### config.mk
export PLATFORM = sky130hd
export DESIGN_NAME = compare_stream_tracker
export DESIGN_NICKNAME = d
export VERILOG_FILES = /design/src/rtl/compare_stream_tracker.sv
export SDC_FILE = /design/constraint.sdc
export NUM_CORES = 1
export LEC_CHECK = 0
export CAP_MARGIN = 25
export CORE_MARGIN = 2
export CORE_UTILIZATION = 41
export DETAILED_ROUTE_END_ITERATION = 8
export PLACE_DENSITY_LB_ADDON = 0.15
export SLEW_MARGIN = 20
export SYNTH_ARGS = -nofsm -noshare
export SYNTH_HDL_FRONTEND = slang
export SYNTH_SLANG_ARGS = --single-unit
### constraint.sdc
create_clock -name clk -period 2.18 [get_ports clk]
set_input_delay 0.436 -clock clk [delete_from_list [all_inputs] [get_ports clk]]
set_output_delay 0.436 -clock clk [all_outputs]
set_load 0.005 [all_outputs]
### src/rtl/compare_stream_tracker.sv
// compare_stream_tracker: registers a 4-bit magnitude compare of each new
// sample against the previously accepted one.
// It also tracks the running max and min and the current monotonic run.
// Optional macro EVENT_CNT_EN adds saturating up/down/eq event counters.
//
// state  | meaning
// -------+-----------------------------------------------
// EMPTY  | no stored sample; next accepted sample only loads prev/max/min
// PRIMED | prev holds last accepted sample; next sample produces a compare
module compare_stream_tracker #(
  parameter int RUN_W = 4
) (
  input  logic             clk,
  input  logic             rst,
  input  logic             clear,
  input  logic             in_valid,
  input  logic [3:0]       in_data,
  output logic             out_valid,
  output logic             a_lt_b,
  output logic             a_gt_b,
  output logic             a_eq_b,
  output logic [3:0]       max_val,
  output logic [3:0]       min_val,
  output logic [1:0]       run_dir,
  output logic [RUN_W-1:0] run_len
`ifdef EVENT_CNT_EN
  ,
  output logic [7:0]       up_cnt,
  output logic [7:0]       down_cnt,
  output logic [7:0]       eq_cnt
`endif
);

  typedef enum logic {EMPTY, PRIMED} state_t;

  localparam logic [1:0]       DIR_NONE = 2'b00;
  localparam logic [1:0]       DIR_UP   = 2'b01;
  localparam logic [1:0]       DIR_DOWN = 2'b10;
  localparam logic [1:0]       DIR_FLAT = 2'b11;
  localparam logic [RUN_W-1:0] RUN_MAX  = '1;

  state_t     state;
  logic [3:0] prev;
  logic       cmp_lt;
  logic       cmp_gt;
  logic       cmp_eq;
  logic [1:0] new_dir;

  // Unsigned magnitude compare of the incoming sample (a) against prev (b).
  always_comb begin
    cmp_lt  = in_data < prev;
    cmp_gt  = in_data > prev;
    cmp_eq  = in_data == prev;
    new_dir = cmp_gt ? DIR_UP : (cmp_lt ? DIR_DOWN : DIR_FLAT);
  end

  // Sequencing of sample acceptance, registered flags, extrema and run tracking.
  always_ff @(posedge clk or posedge rst) begin
    if (rst) begin
      state     <= EMPTY;
      prev      <= 4'h0;
      out_valid <= 1'b0;
      a_lt_b    <= 1'b0;
      a_gt_b    <= 1'b0;
      a_eq_b    <= 1'b0;
      max_val   <= 4'h0;
      min_val   <= 4'hF;
      run_dir   <= DIR_NONE;
      run_len   <= '0;
`ifdef EVENT_CNT_EN
      up_cnt    <= 8'h00;
      down_cnt  <= 8'h00;
      eq_cnt    <= 8'h00;
`endif
    end else if (clear) begin
      // Flush wins over a coincident sample, which is dropped.
      state     <= EMPTY;
      prev      <= 4'h0;
      out_valid <= 1'b0;
      a_lt_b    <= 1'b0;
      a_gt_b    <= 1'b0;
      a_eq_b    <= 1'b0;
      max_val   <= 4'h0;
      min_val   <= 4'hF;
      run_dir   <= DIR_NONE;
      run_len   <= '0;
`ifdef EVENT_CNT_EN
      up_cnt    <= 8'h00;
      down_cnt  <= 8'h00;
      eq_cnt    <= 8'h00;
`endif
    end else begin
      out_valid <= 1'b0;
      if (in_valid) begin
        prev <= in_data;
        case (state)
          EMPTY: begin
            max_val <= in_data;
            min_val <= in_data;
            state   <= PRIMED;
          end
          PRIMED: begin
            out_valid <= 1'b1;
            a_lt_b    <= cmp_lt;
            a_gt_b    <= cmp_gt;
            a_eq_b    <= cmp_eq;
            if (in_data > max_val) max_val <= in_data;
            if (in_data < min_val) min_val <= in_data;
            if (new_dir == run_dir) begin
              if (run_len != RUN_MAX) run_len <= run_len + RUN_W'(1);
            end else begin
              run_dir <= new_dir;
              run_len <= RUN_W'(1);
            end
`ifdef EVENT_CNT_EN
            if (cmp_gt && up_cnt   != 8'hFF) up_cnt   <= up_cnt + 8'd1;
            if (cmp_lt && down_cnt != 8'hFF) down_cnt <= down_cnt + 8'd1;
            if (cmp_eq && eq_cnt   != 8'hFF) eq_cnt   <= eq_cnt + 8'd1;
`endif
          end
          default: state <= EMPTY;
        endcase
      end
    end
  end

endmodule

==> run summary <==
==================================================================================
Run status                                                            complete, no violations
Number of buffers inserted by post-CTS setup repair                              0
Buffers added on ports                                                          25
Overall Global Routing Usage                                                 17.7%
Time the final worst path needs with I/O delays and setup                  2.09 ns
Number of global-route vias before repair                                     1067
Number of buffers created by CTS                                                 3
First-pass GRT wire length                                                 4810 um
Later-pin clock latency in the skew report                                 0.30 ns
Fillers                                                                        266
Portion of total power attributed to the clock network                       21.9%
Post-Syn Instances                                                             134
Pwr dens                                                               508 nW/um^2
Max-Cap Viols                                                                    0
Setup TNS Final                                                               0 ns
Critical setup path kind                                                    in2reg
Post-Synthesis Cell Area                                                 1280 um^2
X dimension of the die                                                     60.0 um
Drt total wl                                                               2830 um
Distinct cell type count of the synthesized netlist                             31
Total number of placement rows                                                  20
RePlAce Congestion                                                           0.850
Worst setup SP type                                                     input port
Endpoint class of the critical path                                      flip-flop
Net count of the mapped netlist                                                154
Pins Over Slew Limit                                                             0
Hold violation total from the final report                                       0
Vias after detailed routing                                                   1136
Slew at the pin with the worst max-slew slack                             0.562 ns
CTS max path bufs                                                                2
Crit path arrival time                                                     2.32 ns
Fraction of layout cells with a size suffix above 1                          15.3%
Slack of the worst reg-to-reg path                                         0.33 ns
Cts hold-fix bufs                                                                0
Number of detailed-route iterations in the first pass                            4
Cell taking the most area after synthesis                             sky130_fd_sc_hd__dfrtp_1
Cell Count, Final, Fillers Out                                                 220
Global route total overflow                                                      0
Diodes inserted                                                                  0
Count of H-tree levels built during CTS                                          1
Drt via density                                                               5.16
Hold crit path type                                                       in2async
Area taken by flip-flops and latches                                      581 um^2
Synthesized area per cell                                                9.59 um^2
Internal power summed over all cells                                      0.635 mW
Final-layout worst hold slack                                             0.459 ns
Clock transition at path regs                                              0.12 ns
Top library cells by usage in the layout, fill and taps aside         sky130_fd_sc_hd__clkdlybuf4s50_1, sky130_fd_sc_hd__nor2_1, sky130_fd_sc_hd__dfrtp_1, sky130_fd_sc_hd__buf_4, sky130_fd_sc_hd__inv_1
Total buffers and inverters traversed by the critical path                       2
Final HPWL from detailed placement                                         2130 um
Starting density of the core                                                 42.4%
Area of the die                                                          3600 um^2
Sequential cell fraction of total power                                      53.7%
Synth-to-Final Area Change                                                   34.6%
Number of antenna violations at the first check in global routing                0
Core region area                                                         3030 um^2
Slew HR                                                                      62.4%
Synthesis-stage register bit count                                              23
Family of cells with the greatest summed delay on the critical path   simple AND/OR/NAND/NOR gates
Footprint of the multi-input gates                                        648 um^2
Startpoint of the lowest-slack register-to-register path                   prev[3]
Net switching power                                                       0.243 mW
Height of the die                                                          60.0 um
Slowest cell on the critical path                                     sky130_fd_sc_hd__clkdlybuf4s50_1
Critical R2R Capture                                                    run_len[2]
Setup Slack @ Placement                                                  -0.272 ns
Switching part of the total power                                            27.7%
Combinational Power Share                                                    24.4%
# setup viols final                                                              0
Total placed cells including tap cells                                         216
Boundary Pins                                                                   26
Final critical-path setup slack                                          0.0908 ns
Synthesis warning total                                                          0
Max Clock Skew                                                          0.00331 ns
Top fanout value on the critical path                                            2
Max Freq                                                                 0.479 GHz
Fraction of post-synthesis cell area in the top cell type by area            37.0%
Leak                                                                      0.836 nW
Number of clock sinks seen by CTS                                               23
Share of synthesized area occupied by flip-flops and latches                 45.2%
DRC viols                                                                        0
Req. time, crit path                                                       2.41 ns
Highest ir drop seen on vdd                                               0.272 mV
Most common cell after layout, fill and taps aside                    sky130_fd_sc_hd__clkdlybuf4s50_1
Period utilization                                                           95.8%
Cell chosen for the clock root                                        sky130_fd_sc_hd__clkbuf_4
CP cell instances                                                     clkdlybuf4s50_1 > inv_1 > ha_1 > nand4_2 > and3_4 > nor3_2 > o211ai_1 > or3_1 > a21oi_1
Largest stage delay on the critical path                                   0.48 ns
Worst r2r path cells                                                             8
Largest cells by area after synthesis                                 sky130_fd_sc_hd__dfrtp_1, sky130_fd_sc_hd__ha_1, sky130_fd_sc_hd__dfstp_2, sky130_fd_sc_hd__mux2i_1, sky130_fd_sc_hd__nor2_1
Clock tree from TritonCTS                                                      yes
Routed wire per std cell                                                   12.9 um
First DRT Iteration DRCs                                                        28
Post-layout net count                                                          197
Number of antenna-violating nets in the routed design                            0
Pin count of the biggest net entering global routing                            24
==================================================================================
==> synth_stat cells (all sizes together) <==
cell    number
a32o         2
or3          1
dfrtp       19
o22a         1
nor3b        1
a21oi       11
o21ai        3
ha          12
mux2i        8
dfstp        4
nand4        3
a22o         1
nor2b        2
a31oi        4
buf          2
nand2        9
a21o         2
nor3         6
clkbuf       1
inv         13
o211ai       4
and3         1
nor2        19
nand2b       1
nand3        2
a211oi       1
nand4b       1
==> area by class of cell <==
class / instances / share of cell area, %
Multi-Input combinational cell: 95 / 37.5
Sequential cell: 23 / 33.6
Timing Repair Buffer: 41 / 21.4
Tap cell: 44 / 3.18
Inverter: 13 / 2.82
Clock buffer: 4 / 1.52
==> metrics by stage <==
step | power [mW] | utilization (%) | cell area [um^2]
after floorplan | 0.586 | - | 1280
after global placement | 0.687 | 56.1 | 1700
after detailed placement | 0.693 | 56.1 | 1700
after CTS | 0.891 | 56.9 | 1720
after global routing | 0.942 | 57.1 | 1730
final | 0.878 | 57.1 | 1730
==> worst min-delay path, delay by kind of cell <==
kind	cells	cell delay, ns
buffers and inverters	3	0.74
==> worst max path at each step <==
stage,start,end,slack [ns],cells past startpoint
floorplan,in_data[0],run_len[2],0.23,8
global placement,in_data[0],run_len[2],-0.20,9
detailed placement,in_data[0],run_len[2],-0.27,9
CTS,in_data[0],run_len[2],0.05,9
global route,in_data[0],run_len[3],-0.0005,10
finish,in_data[0],run_len[2],0.09,9
==> kinds of logic (layout without fill, tap and decap cells) <==
logic type	Yosys count	after routing	share of synthesized area [%]
flip-flops	23	23	45.2
adder cells (fa/ha/maj)	12	12	11.7
AO/OA/AOI/OAI	29	29	14.4
multiplexers	8	8	6.23
AND/OR/NAND/NOR	46	46	17.7
buffers and inverters	16	58	4.77
==> power by group through the flow <==
stage / combinational, mW / clock (mW) / sequential [mW]
3_5_place_dp: 0.214 / 0 / 0.480
3_3_place_gp: 0.208 / 0 / 0.478
4_1_cts: 0.215 / 0.205 / 0.472
5_1_grt: 0.243 / 0.224 / 0.476
2_1_floorplan: 0.108 / 0 / 0.478
6_report: 0.214 / 0.193 / 0.472
==> registers in the layout (all words and copies together) (netlist names) <==
name / count
max_val: 4
prev: 4
state: 1
a_gt_b: 1
a_eq_b: 1
out_valid: 1
a_lt_b: 1
min_val: 4
run_dir: 2
run_len: 4
==> what timing repair did <==
item                                    CTS  global route
endpoints found under the setup margin    0             2
gates resized for setup                   0             1
hold endpoints to repair                  0             0
==> layer usage <==
metal / global-route usage, % / part of all wire (%)
met5: 0 / 0
met4: 6.98 / 0.60
met3: 2.16 / 2.9
met2: 27.0 / 46
met1: 25.4 / 51
Power figures use the tool's default switching activity.
